File: config.mk
export PLATFORM = sky130hd
export DESIGN_NAME = pipe_ctrl
export DESIGN_NICKNAME = d
export VERILOG_FILES = /design/src/rtl/pipe_ctrl.sv
export SDC_FILE = /design/constraint.sdc
export NUM_CORES = 1
export LEC_CHECK = 0
export BUFFER_PORTS_ARGS = -buffer_cell sky130_fd_sc_hd__buf_4
export CAP_MARGIN = 20
export CORE_ASPECT_RATIO = 1.1
export CORE_MARGIN = 2
export CORE_UTILIZATION = 55
export DETAILED_ROUTE_END_ITERATION = 12
export GPL_TIMING_DRIVEN = 1
export PLACE_DENSITY_LB_ADDON = 0.2
export REMOVE_ABC_BUFFERS = 1
export SLEW_MARGIN = 15
export SYNTH_ARGS = -nofsm -noshare
export SYNTH_HDL_FRONTEND = slang
export SYNTH_SLANG_ARGS = --single-unit
File: constraint.sdc
create_clock -name clk -period 2.6 [get_ports clk]
set_input_delay 0.52 -clock clk [delete_from_list [all_inputs] [get_ports clk]]
set_output_delay 0.52 -clock clk [all_outputs]
set_load 0.05 [all_outputs]
File: src/rtl/pipe_ctrl.sv
// rtl/pipe_ctrl.sv - run-mode FSM, execute latency counter and pipeline register update codes
module pipe_ctrl #(
  parameter int NSTAGE = 4,
  parameter int EX_IDX = 2,
  parameter int LAT_W  = 5,
  parameter int CNT_W  = 32
) (
  input  logic                    clk,
  input  logic                    rstn,
  input  logic                    boot_req,
  input  logic                    load_done,
  input  logic                    boot_ack,
  input  logic [LAT_W-1:0]        ex_wait,
  input  logic                    ex_busy,
  input  logic                    ex_valid,
  input  logic                    hazard,
  input  logic                    redirect,
  input  logic                    halt_req,
  input  logic                    resume,
  output logic [2*(NSTAGE-1)-1:0] upd,
  output logic [1:0]              mode,
  output logic                    ex_done,
  output logic                    ex_start,
  output logic [CNT_W-1:0]        cycle_cnt,
  output logic [CNT_W-1:0]        retire_cnt
);

  typedef enum logic [1:0] {IDLE = 2'd0, LOAD = 2'd1, EXEC = 2'd2, HALT = 2'd3} mode_t;

  localparam logic [1:0] HOLD  = 2'b00;
  localparam logic [1:0] ADV   = 2'b01;
  localparam logic [1:0] FLUSH = 2'b10;

  mode_t            mode_q;
  logic [LAT_W-1:0] lat;

  assign mode    = mode_q;
  // >= rather than == so a shrinking ex_wait mid-instruction still completes
  assign ex_done = (mode_q == EXEC) && (lat >= ex_wait) && !ex_busy;

  always_comb begin
    upd = '0;
    for (int k = 0; k < NSTAGE-1; k++) begin
      if (mode_q == IDLE || mode_q == LOAD) begin
        upd[2*k +: 2] = FLUSH;
      end else if (ex_done) begin
        if (k >= EX_IDX)
          upd[2*k +: 2] = ADV;
        else if (redirect)
          upd[2*k +: 2] = (k == 0) ? ADV : FLUSH;
        else if (hazard)
          upd[2*k +: 2] = (k == EX_IDX-1) ? FLUSH : HOLD;
        else
          upd[2*k +: 2] = ADV;
      end else begin
        upd[2*k +: 2] = HOLD;
      end
    end
  end

  always_ff @(posedge clk or negedge rstn) begin
    if (!rstn) begin
      mode_q     <= IDLE;
      lat        <= '0;
      ex_start   <= 1'b0;
      cycle_cnt  <= '0;
      retire_cnt <= '0;
    end else begin
      ex_start <= ex_done;

      case (mode_q)
        IDLE:    if (boot_req) mode_q <= LOAD;
        LOAD:    if (load_done && boot_ack) mode_q <= EXEC;
        EXEC:    if (halt_req && ex_done) mode_q <= HALT;
        HALT: begin
          if (boot_req)    mode_q <= LOAD;
          else if (resume) mode_q <= EXEC;
        end
        default: mode_q <= IDLE;
      endcase

      if (mode_q != EXEC || ex_done)
        lat <= '0;
      else if (lat < ex_wait)
        lat <= lat + LAT_W'(1);

      // counters restart on every entry into LOAD and only advance in EXEC
      if (boot_req && (mode_q == IDLE || mode_q == HALT)) begin
        cycle_cnt  <= '0;
        retire_cnt <= '0;
      end else if (mode_q == EXEC) begin
        cycle_cnt <= cycle_cnt + CNT_W'(1);
        if (ex_done && ex_valid)
          retire_cnt <= retire_cnt + CNT_W'(1);
      end
    end
  end

endmodule
# Yosys cells after proc, flatten, opt, wreduce, memory -nomap -nowiden
# Cells that the tools add are included.
[classes]
add_sub_neg = 3
n_mul = 0
div_mod_pow = 0
magnitude_cmp = 2
n_eq_ne = 8
shift = 0
muxes = 23
n_bitwise = 0
reduce_logical = 16
[op_table]
columns = ["op", "n"]
rows = [
  ["two-way mux 32 bit", 5],
  ["adder 32 x 1 -> 32 bit, second input constant", 2],
  ["two-way mux 2 bit", 12],
  ["two-way mux 5 bit", 2],
  ["case mux 2 bit (4 select lines)", 1],
  ["logical AND 1 bit", 6],
  ["nonzero test 2 bit", 3],
  ["adder 5 x 1 -> 5 bit, second input constant", 1],
  [">= comparator 5 bit", 1],
  ["< comparator 5 bit", 1],
  ["== test 2 bit, second input constant", 2],
  ["!= test 2 x 1 -> 1 bit, second input constant", 2],
  ["!= test 2 bit, second input constant", 2],
  ["AND reduction 4 bit", 1],
  ["logical OR 1 bit", 3],
  ["two-way mux 1 bit", 3],
  ["!= test 3 bit, second input constant", 1],
  ["== test 2 x 1 -> 1 bit, second input constant", 1],
  ["logical NOT 2 bit", 1],
  ["AND reduction 2 bit", 1],
  ["logical NOT 1 bit", 1],
]
[totals]
register_bits = 72
latchBits = 0
mem_bits_rw = 0
mem_bits_ro = 0
in_bits = 16
output_inout_bits = 74
word_cells = 57
n_memories = 0

# Logic depth before layout (Yosys ltp)
# Gate-level depths: netlist of the first run.
[logic_depth]
depth_word = 7
mapped_depth = 8

# Worst setup path after synthesis of the first run
# No wires, ideal clock.
[synth_path]
kind = "in2out"
from = "in ex_wait[4]"
to = "out upd[3]"
arrival_time_ps = 2625
required_ps = 2080
slack_ps = -545
path_stages = 6
cell_sequence = "inv_1 ha_1 nand4_1 o221ai_1 nand3_1 o21ai_0"
[synth_between]
elab_chain_len = 5
[synth_rtl]
columns = ["element", "line_no", "text"]
rows = [
  ["from (decl)", "13", "input logic [LAT_W-1:0] ex_wait,"],
  [">= comparator 5 bit", "39", "assign ex_done = (mode_q == EXEC) && (lat >= ex_wait) && !ex_busy;"],
  ["logical AND 1 bit (2 in a row)", "39", ""],
  ["two-way mux 2 bit", "46", "end else if (ex_done) begin"],
  ["two-way mux 2 bit", "44", "if (mode_q == IDLE || mode_q == LOAD) begin"],
  ["to (decl)", "20", "output logic [2*(NSTAGE-1)-1:0] upd,"],
]
# Every way passes these cells.

# Final worst setup path of the first run
[layout_path]
from = "reg lat[1]"
to = "out upd[2]"
[layout_between]
elab_chain_len = 5
[layout_rtl]
columns = ["element", "line_no", "text"]
rows = [
  ["from (decl)", "35", "logic [LAT_W-1:0] lat;"],
  ["from (signal assigned)", "85", "lat <= lat + LAT_W'(1);"],
  [">= comparator 5 bit", "39", ""],
  ["logical AND 1 bit (2 in a row)", "39", ""],
  ["two-way mux 2 bit", "46", ""],
  ["two-way mux 2 bit", "44", ""],
]
# Every way passes these cells.

==> summary.txt, run 1 <==
Run status
  • Outcome: finished, violations left
  • Failing checks: negative setup slack

Routing
  • Vias/cell: approximately 6.0
  • Routed len/inst: 15.8 um
  • Final ANT Viol Nets: 0
  • Post-route DRC: 0
  • Initial DRC Count: between 200 and 300
  • Drt total wl: around 11000 um
  • Vias: 4076
  • First-pass DRT Iterations: 5

Timing
  • Final Hold Fails: 0
  • Tmin final: ~2.7 ns
  • Clock skew: between 0.01 and 0.015 ns
  • Peak Freq: around 370 MHz
  • Final setup viols: 2
  • Final Worst Setup Slack: -0.120 ns
  • Period Utilization, post-route: 105%
  • Slew HR: around two fifths
  • Worst-Margin Slew: approximately 0.9 ns
  • Setup TNS: -0.150 ns
  • Hold slack: 0.279 ns
  • RSZ-0062 raised after global routing: true
  • Slew Viols, Final: 0

Clocking
  • CTS tree: built
  • Hold Buf Count CTS: 0
  • Clock sinks: 72
  • Num CTS Buffers: 9
  • Worst-Skew Late Latency: approximately 0.35 ns
  • Clock buffer depth: 2
  • Clk slew on worst S/H paths: 0.08 ns
  • Root Driver: clkbuf_8
  • Htree depth: 3

Critical path
  • Critical path, cell by cell: ha_1 -> nand4_1 -> o221ai_2 -> nand4_1 -> nor3_1 -> buf_4
  • Worst setup path start: lat[1]$_DFFE_PN0P_
  • Levels on crit path: 6
  • Crit path largest cell delay: between 0.4 and 0.5 ns
  • Slowest stage cell on the critical path: dfrtp_1
  • CP Launch Type: flip-flop
  • Most frequent CP cell: nand4_1
  • Crit Path Category: flip-flop to primary output
  • Bufs and invs on worst path: 1
  • WP data arrival: 2.20 ns
  • Delay-heaviest family, CP: simple AND/OR/NAND/NOR gates
  • Biggest fanout along the worst timing path: 3
  • CP required: ~2.1 ns
  • Worst Reg-to-Reg Cells: 6
  • RR Startpoint: mode[0]$_DFFE_PN0P_
  • Critical Path End Type: primary output

Power
  • Internal Pwr Total: approximately 1.9 mW
  • Max VDD drop: between 0.0005 and 0.0006 V
  • Leak pwr: around 2.4 nW
  • Switching Fraction: a little under two fifths
  • Clock network power share: 26.8%
  • Pwr per Cell Area: roughly 580 mW/mm^2
  • Flop pwr share: approximately two fifths
  • Combinational share of power: 35.0%
  • Net Switching: ~1.2 mW

Synthesis
  • Synth area leaders: dfrtp_1, mux2i_1, a21oi_1, ha_1, nand3_1
  • Netlist cell types: 43
  • Post-synth EDFFs: 0
  • Register bit total from synthesis: between 70 and 80
  • Post-synth top area share: a little over two fifths
  • Cells after Synth: about 470
  • Sequential fraction of the synthesis area: 42.5%
  • Mean Syn Cell Area: between 9 and 10 sq um
  • Top_reg_cell synth: dfrtp_1
  • Fraction of registers with async set/reset: 100%
  • Mapped cell area: around 0.0042 sq mm
  • Post-synth top area cell: dfrtp_1
  • Syn. warnings: 0

Worst hold path
  • Min-Delay Path Class: input pin to asynchronous set/reset pin

Die
  • I/O pins: 90
  • Starting Density: between 50 and 60%
  • Core area: 0.00747 sq mm
  • Chip Height: ~96 um
  • DIE AREA: 0.00843 sq mm
  • Site Rows: 33
  • Die width: roughly 90 um

Placed design
  • Detailed Place HPWL: between 7000 and 8000 um
  • Placed Instances: 651
  • Port Buffers: between 80 and 90
  • Gp weighted congestion: 0.889

GRT
  • GRT Total Usage: between 20 and 30%
  • Grt ovf: 0
  • Antenna violations before repair: 0
  • Vias in the first global route: about 3700
  • Largest net degree at the start of global routing: 73
  • First-pass GRT wire length: 17100 um

Layout
  • Most common cell after layout, fill and taps aside: buf_4
  • FILL cells: around 560
  • Finished Layout Cells: around 680
  • Share of layout cells above drive strength 1: approximately a quarter
  • Nets: between 500 and 600
  • Most frequent cells in the layout: buf_4, dfrtp_1, nand2_1
  • Layout area overhead: 26.8%
  • # diodes: 0

Job
  • Maxcap violations: 0
-- worst register-to-register path: stages, from the launching register on --
cell and delay, ns:
dfrtp_1 0.44, inv_1 0.15, ha_1 0.23, nand2_1 0.10
or4_1 0.70, or4_1 0.55, a21oi_1 0.17
-- kinds of logic after synthesis --
group	count (synthesis)	synth area share [%]
XOR/XNOR	12	2.48
AO/OA/AOI/OAI	89	13.4
AND/OR/NAND/NOR	215	28.6
multiplexers	20	4.72
flip-flops	72	42.5
buffers and inverters	51	4.81
adder cells (fa/ha/maj)	12	3.54
-- final cells by class --
cell class	instances	area (sq um)	share of cell area, %
sequential	72	1800	33.5
clock inverter	2	12.5	0.233
timing repair buffer	114	897	16.7
multi-input combinational	348	2280	42.5
clock buffer	14	173	3.21
tap	105	131	2.44
inverter	20	75.1	1.40
-- worst paths after layout --
kind	slack, ns	end
max	-0.12	upd[2]
min in group clk	0.54	mode[0]$_DFFE_PN0P_
min reg2reg	0.56	cycle_cnt[31]$_DFFE_PN0P_
min	0.28	retire_cnt[8]$_DFFE_PN0P_
max in group asynchronous	1.68	cycle_cnt[3]$_DFFE_PN0P_
max reg2reg	0.19	cycle_cnt[18]$_DFFE_PN0P_
-- per-layer routing --
layer	wire length, um	vias to the layer above	GRT usage, %
li1	-	1947	-
met1	4600	1991	33.1
met2	5320	125	42.2
met3	654	13	5.92
met4	116	0	8.21
met5	0	-	0
-- metrics by stage --
step / util (%) / cell area (sq um) / setup WS [ns] / power, mW
after floorplan: - / 4110 / -0.545 / 1.89
after global placement: 68.0 / 5080 / 0.186 / 2.25
after detailed placement: 68.0 / 5080 / 0.0982 / 2.29
after CTS: 70.5 / 5270 / 0.0296 / 3.13
after global routing: 71.9 / 5380 / -0.218 / 3.31
final: 71.9 / 5380 / -0.120 / 3.14
-- power by group through the flow --
stage | Sequential [mW] | Combinational, mW | Clock [mW]
after CTS | 1.20 | 1.08 | 0.857
after global routing | 1.21 | 1.20 | 0.905
after detailed placement | 1.22 | 1.07 | 0
after floorplan | 1.30 | 0.598 | 0
after global placement | 1.21 | 1.04 | 0
final | 1.20 | 1.10 | 0.841
-- synthesized netlist by cell type, types with 2 or more instances --
cell type and instances:
o21ai_0 16, inv_1 20, and2_1 5, and4_1 7
a41o_1 3, mux2i_1 20, o21a_1 2, o311ai_0 3
nand4_1 23, o41ai_1 2, a31oi_1 3, or3_1 8
xnor2_1 9, nand3_1 29, or4_1 19, o31ai_1 18
a21oi_1 33, nor4_1 21, dfrtp_1 72, ha_1 12
and3_1 7, nand2b_1 21, nor2b_1 2, o31a_1 3
nor3_1 6, o221ai_1 2, nand2_1 38, xor2_1 3
nor2_1 24, clkbuf_1 27
-- sequential cells by signal, indices dropped and copies added (netlist names) --
name / cells
mode: 2
retire_cnt: 32
ex_start: 1
cycle_cnt: 32
lat: 5
-- timing repair --
item,in CTS,in global routing
gates resized for setup,1,6
pin swaps,1,4
endpoints found under the setup margin,3,4
buffers inserted,0,8
No activity file was read; power rests on OpenSTA's default activity.
==> run 2, diff against run 1 <==
--- a/config.mk
+++ b/config.mk
@@ -8,7 +8,7 @@
 export BUFFER_PORTS_ARGS = -buffer_cell sky130_fd_sc_hd__buf_4
 export CAP_MARGIN = 20
 export CORE_ASPECT_RATIO = 1.1
-export CORE_MARGIN = 2
+export CORE_MARGIN = 1
 export CORE_UTILIZATION = 55
 export DETAILED_ROUTE_END_ITERATION = 12
 export GPL_TIMING_DRIVEN = 1
==> summary.txt, run 2 (same netlist as run 1, synthesis figures left out) <==
Run status
  • Outcome: complete, no violations

Power
  • Leak pwr: 2.47 nW
  • Max VDD drop: about 0.00066 V
  • Switching Fraction: approximately a third
  • Clock network power share: a little under two fifths
  • Combinational share of power: between 20% and 30%
  • Net Switching: roughly 1.2 mW
  • Flop pwr share: between 30% and 40%
  • Internal Pwr Total: roughly 2.4 mW
  • Pwr per Cell Area: between 600 and 700 mW/mm^2

Critical path
  • RR Startpoint: mode[0]$_DFFE_PN0P_
  • CP required: ~2.1 ns
  • Biggest fanout along the worst timing path: 4
  • Worst setup path start: lat[2]$_DFFE_PN0P_
  • WP data arrival: 2.04 ns
  • Critical Path End Type: primary output
  • Critical path, cell by cell: ha_4 -> nand4_1 -> o221ai_2 -> nand4_1 -> nor3_1 -> buf_4
  • Bufs and invs on worst path: 1
  • Most frequent CP cell: nand4_1
  • Crit Path Category: flip-flop to primary output
  • Slowest stage cell on the critical path: dfrtp_1
  • Delay-heaviest family, CP: simple AND/OR/NAND/NOR gates
  • Crit path largest cell delay: between 0.4 and 0.5 ns
  • CP Launch Type: flip-flop

Timing
  • Final setup viols: 0
  • Tmin final: about 2.6 ns
  • Worst-Margin Slew: 0.921 ns
  • Clock skew: 0.00703 ns
  • RSZ-0062 raised after global routing: true
  • Slew HR: 38.6%
  • Peak Freq: slightly below 400 MHz
  • Slew Viols, Final: 0
  • Period Utilization, post-route: 98.5%
  • Final Hold Fails: 0
  • Hold slack: 0.293 ns

Layout
  • # diodes: 0
  • Most common cell after layout, fill and taps aside: buf_4
  • Cell area after layout: 0.00544 sq mm
  • Nets: around 590
  • FILL cells: 562
  • Core occupancy in the finished layout: ~73%
  • Largest regs: cycle_cnt: 32 flops, retire_cnt: 32 flops, lat: 5 flops
  • Most frequent cells in the layout: buf_4, dfrtp_1, nand2_1
  • Share of layout cells above drive strength 1: 24.1%
  • Layout area overhead: 28.4%

Clocking
  • CTS tree: built
  • Root Driver: clkbuf_8
  • Clk slew on worst S/H paths: 0.07 ns
  • Worst-Skew Late Latency: about 0.34 ns
  • Clock buffer depth: 2
  • Clock sinks: between 70 and 80
  • Num CTS Buffers: 9
  • Htree depth: 3

Routing
  • Post-route DRC: 0
  • First-pass DRT Iterations: 5
  • Drt total wl: 10400 um
  • Final ANT Viol Nets: 0
  • Routed len/inst: between 15 and 20 um
  • Initial DRC Count: roughly 220
  • Vias: 4104
  • Vias/cell: between 6 and 7

GRT
  • Largest net degree at the start of global routing: 73
  • Gr busiest metal: met2
  • Met2 GRT Util: 45.2%
  • GRT met1 Usage: roughly a third
  • Antenna violations before repair: 0
  • Met3 global-route usage: under 10%
  • First-pass GRT wire length: about 17000 um
  • Vias in the first global route: roughly 3700
  • GRT Total Usage: 26.4%
  • Grt ovf: 0

Die
  • Chip Height: between 90 and 100 um
  • Site Rows: 33
  • DIE AREA: 0.00807 sq mm
  • Core area: around 0.0075 sq mm
  • I/O pins: 90
  • Die width: between 80 and 90 um
  • Starting Density: between 50 and 60%

Worst hold path
  • Min-Delay Path Class: input pin to asynchronous set/reset pin

Placed design
  • DP Area: between 0.005 and 0.006 sq mm
  • Gp weighted congestion: 0.883
  • Detailed Place HPWL: ~7200 um
  • Port Buffers: between 80 and 90

Job
  • Maxcap violations: 0
==> run 2: changes by cell type in the layout (fill, tap and decap cells not counted), sizes merged <==
| cell | delta |
|---|---|
| buf | -2 |
| bufinv | +5 |
| clkbuf | -3 |
| clkinv | -1 |
| clkinvlp | -1 |
==> run 2: timing repair <==
item,CTS,global route
gates resized for setup,1,4
endpoints found under the setup margin,3,4
hold buffers,0,0
buffers inserted,0,6
pin swaps,1,3
==> run 2: stage by stage <==
stage	setup WS (ns)	cells	power [mW]	TNS, ns
final	0.0380	673	3.56	0
after global routing	-0.0502	673	3.71	-0.102
after CTS	0.00897	667	3.57	0
after detailed placement	0.0776	651	2.26	0
after global placement	0.184	651	2.23	0
after floorplan	-0.545	440	1.89	-12.58
==> run 2: final cells by class <==
class | instances | area (sq um) | share of cell area [%]
Clock buffer | 11 | 151 | 2.78
Clock inverter | 5 | 150 | 2.76
Inverter | 20 | 75.1 | 1.38
Multi-Input combinational cell | 348 | 2280 | 41.9
Sequential cell | 72 | 1800 | 33.1
Tap cell | 105 | 131 | 2.41
Timing Repair Buffer | 112 | 853 | 15.7
==> run 2: path summary, 6_finish.rpt <==
kind / cells after the start / end / slack, ns
max: 6 / upd[2] / 0.04
min: 1 / retire_cnt[9]$_DFFE_PN0P_ / 0.29
max reg2reg: 6 / cycle_cnt[20]$_DFFE_PN0P_ / 0.20
min reg2reg: 2 / cycle_cnt[31]$_DFFE_PN0P_ / 0.55
max in group asynchronous: 1 / cycle_cnt[0]$_DFFE_PN0P_ / 1.69
min in group clk: 3 / mode[0]$_DFFE_PN0P_ / 0.51
==> run 2: per-layer routing <==
layer | wire length [um] | vias up
li1 | - | 1940
met1 | 4390 | 2004
met2 | 5330 | 146
met3 | 576 | 14
met4 | 126 | 0
met5 | 0 | -
==> run 2: power by group through the flow <==
stage	Combinational, mW	Clock, mW	Sequential (mW)
final	1.05	1.30	1.20
after global routing	1.15	1.36	1.21
after CTS	1.04	1.32	1.20
after detailed placement	1.03	0	1.22
after global placement	1.01	0	1.22
after floorplan	0.598	0	1.30
==> run 3, diff against run 2 <==
--- a/config.mk
+++ b/config.mk
@@ -9,7 +9,7 @@
 export CAP_MARGIN = 20
 export CORE_ASPECT_RATIO = 1.1
 export CORE_MARGIN = 1
-export CORE_UTILIZATION = 55
+export CORE_UTILIZATION = 35
 export DETAILED_ROUTE_END_ITERATION = 12
 export GPL_TIMING_DRIVEN = 1
 export PLACE_DENSITY_LB_ADDON = 0.2
==> summary.txt, run 3 (same netlist as run 1, synthesis figures left out) <==
Critical path
  • Critical Path End Type: primary output
  • Worst Reg-to-Reg Cells: 6
  • Slowest stage cell on the critical path: dfrtp_1
  • Worst reg2reg setup slack: 0.26 ns
  • Most frequent CP cell: nand4_1
  • WP data arrival: 2.01 ns
  • Critical path, cell by cell: ha_1 -> nand4_1 -> o221ai_2 -> nand4_1 -> nor3_2 -> buf_6
  • R2r endpoint: cycle_cnt[20]$_DFFE_PN0P_
  • Crit path largest cell delay: between 0.4 and 0.5 ns
  • Crit Path Category: flip-flop to primary output
  • Biggest fanout along the worst timing path: 4
  • CP Launch Type: flip-flop
  • CP required: approximately 2.1 ns
  • Worst setup path start: lat[1]$_DFFE_PN0P_
  • RR Startpoint: mode[0]$_DFFE_PN0P_

Power
  • Max VDD drop: around 0.00036 V
  • Flop pwr share: between 30% and 40%
  • Clock network power share: between 30% and 40%
  • Net Switching: between 1 and 1.5 mW
  • Switching Fraction: a little over a third
  • Pwr per Cell Area: approximately 630 mW/mm^2
  • Combinational share of power: approximately a third
  • Leak pwr: between 2 and 2.5 nW
  • Internal Pwr Total: around 2.2 mW

Timing
  • Final setup viols: 0
  • Peak Freq: about 400 MHz
  • Hold slack: roughly 0.19 ns
  • Worst-Margin Slew: roughly 0.65 ns
  • Period Utilization, post-route: between 90% and 100%
  • Slew Viols, Final: 0
  • Clock skew: approximately 0.0067 ns
  • Final Hold Fails: 0
  • RSZ-0062 raised after global routing: true
  • Slew HR: approximately 56%
  • Tmin final: ~2.5 ns

Layout
  • FILL cells: about 1100
  • Layout area overhead: 29.9%
  • # diodes: 0
  • Nets: 591
  • Finished Layout Cells: 715
  • Share of layout cells above drive strength 1: about a quarter
  • Most frequent cells in the layout: buf_4, dfrtp_1, nand2_1
  • Most common cell after layout, fill and taps aside: buf_4
  • Largest regs: cycle_cnt: 32 flops, retire_cnt: 32 flops, lat: 5 flops
  • Core occupancy in the finished layout: 47.3%

Clocking
  • Root Driver: clkbuf_16
  • Clk slew on worst S/H paths: 0.06 ns
  • CTS tree: built
  • Clock buffer depth: 2
  • Num CTS Buffers: 9
  • Htree depth: 3
  • Worst-Skew Late Latency: around 0.32 ns
  • Clock sinks: just over 70

Routing
  • Vias: 3959
  • Vias/cell: ~5.5
  • First-pass DRT Iterations: 4
  • Final ANT Viol Nets: 0
  • Routed len/inst: 15.6 um
  • Initial DRC Count: about 240
  • Post-route DRC: 0
  • Drt total wl: around 11000 um

GRT
  • First-pass GRT wire length: approximately 18000 um
  • Vias in the first global route: between 3000 and 4000
  • Grt ovf: 0
  • Antenna violations before repair: 0
  • Largest net degree at the start of global routing: 44
  • GRT Total Usage: 18.0%

Placed design
  • Port Buffers: roughly 90
  • Detailed Place HPWL: roughly 7700 um
  • Placed Instances: 699
  • Gp weighted congestion: around 0.75

Worst hold path
  • Min-Delay Path Class: input pin to asynchronous set/reset pin

Die
  • Starting Density: between 30 and 40%
  • Chip Height: 117 um
  • DIE AREA: between 0.01 and 0.015 sq mm
  • Core area: approximately 0.012 sq mm
  • Die width: roughly 110 um
  • I/O pins: 90
  • Site Rows: 41

Job
  • Maxcap violations: 0

Run status
  • Outcome: complete, no violations
[run 3: cell count changes in the layout (fill, tap and decap cells not counted), sizes merged]
cell	before	now
bufinv	5	0
clkbuf	11	13
[run 3: area by class of cell]
cell class                      instances  area, sq um  area share, %
Clock buffer                           13          280           5.09
Inverter                               20         75.1           1.36
Multi-Input combinational cell        348         2270           41.2
Sequential cell                        72         1800           32.7
Tap cell                              150          188           3.41
Timing Repair Buffer                  112          895           16.2
[run 3: what timing repair did]
item                                    in CTS  in global routing
hold buffers                                 0                  0
pin swaps                                    0                  4
resized for setup                            1                  5
setup buffers                                0                  3
endpoints found under the setup margin       3                  4
[run 3: metrics by stage]
step	total power [mW]	worst slack [ns]	setup TNS, ns	cell area [sq um]
5_1_grt	3.64	-0.0331	-0.0331	5510
2_1_floorplan	1.89	-0.545	-12.58	4110
4_1_cts	3.51	0.0313	0	5460
6_report	3.46	0.0693	0	5510
3_3_place_gp	2.28	0.186	0	5170
3_5_place_dp	2.30	0.0992	0	5170
[run 3: critical path: cells and delay by family (launching register included)]
kind / cells / cell delay, ns
AOI/OAI and AO/OA: 1 / 0.22
and+or+nand+nor: 3 / 0.57
adders and majority gates: 1 / 0.29
buffers and inverters: 1 / 0.18
DFF: 1 / 0.41
[run 3: how the worst max path moves through the flow]
stage,to,slack [ns],depth (start not counted)
2_1_floorplan,upd[3],-0.55,6
3_3_place_gp,upd[2],0.19,8
3_5_place_dp,upd[0],0.1,8
4_1_cts,upd[2],0.03,6
5_1_grt,upd[2],-0.03,6
6_report,upd[2],0.07,6
[run 3: power groups by stage]
| stage | sequential, mW | combinational (mW) | clock [mW] |
|---|---|---|---|
| floorplan | 1.30 | 0.598 | 0 |
| global placement | 1.22 | 1.07 | 0 |
| detailed placement | 1.22 | 1.08 | 0 |
| CTS | 1.20 | 1.09 | 1.22 |
| global route | 1.21 | 1.18 | 1.26 |
| finish | 1.20 | 1.09 | 1.17 |
[run 3: layer usage]
| metal | vias up | track usage [%] | share of wire, % |
|---|---|---|---|
| li1 | 1934 | - | - |
| met1 | 1920 | 24.0 | 46 |
| met2 | 101 | 29.6 | 48 |
| met3 | 4 | 4.56 | 5.0 |
| met4 | 0 | 3.42 | 0.39 |
| met5 | - | 0 | 0 |
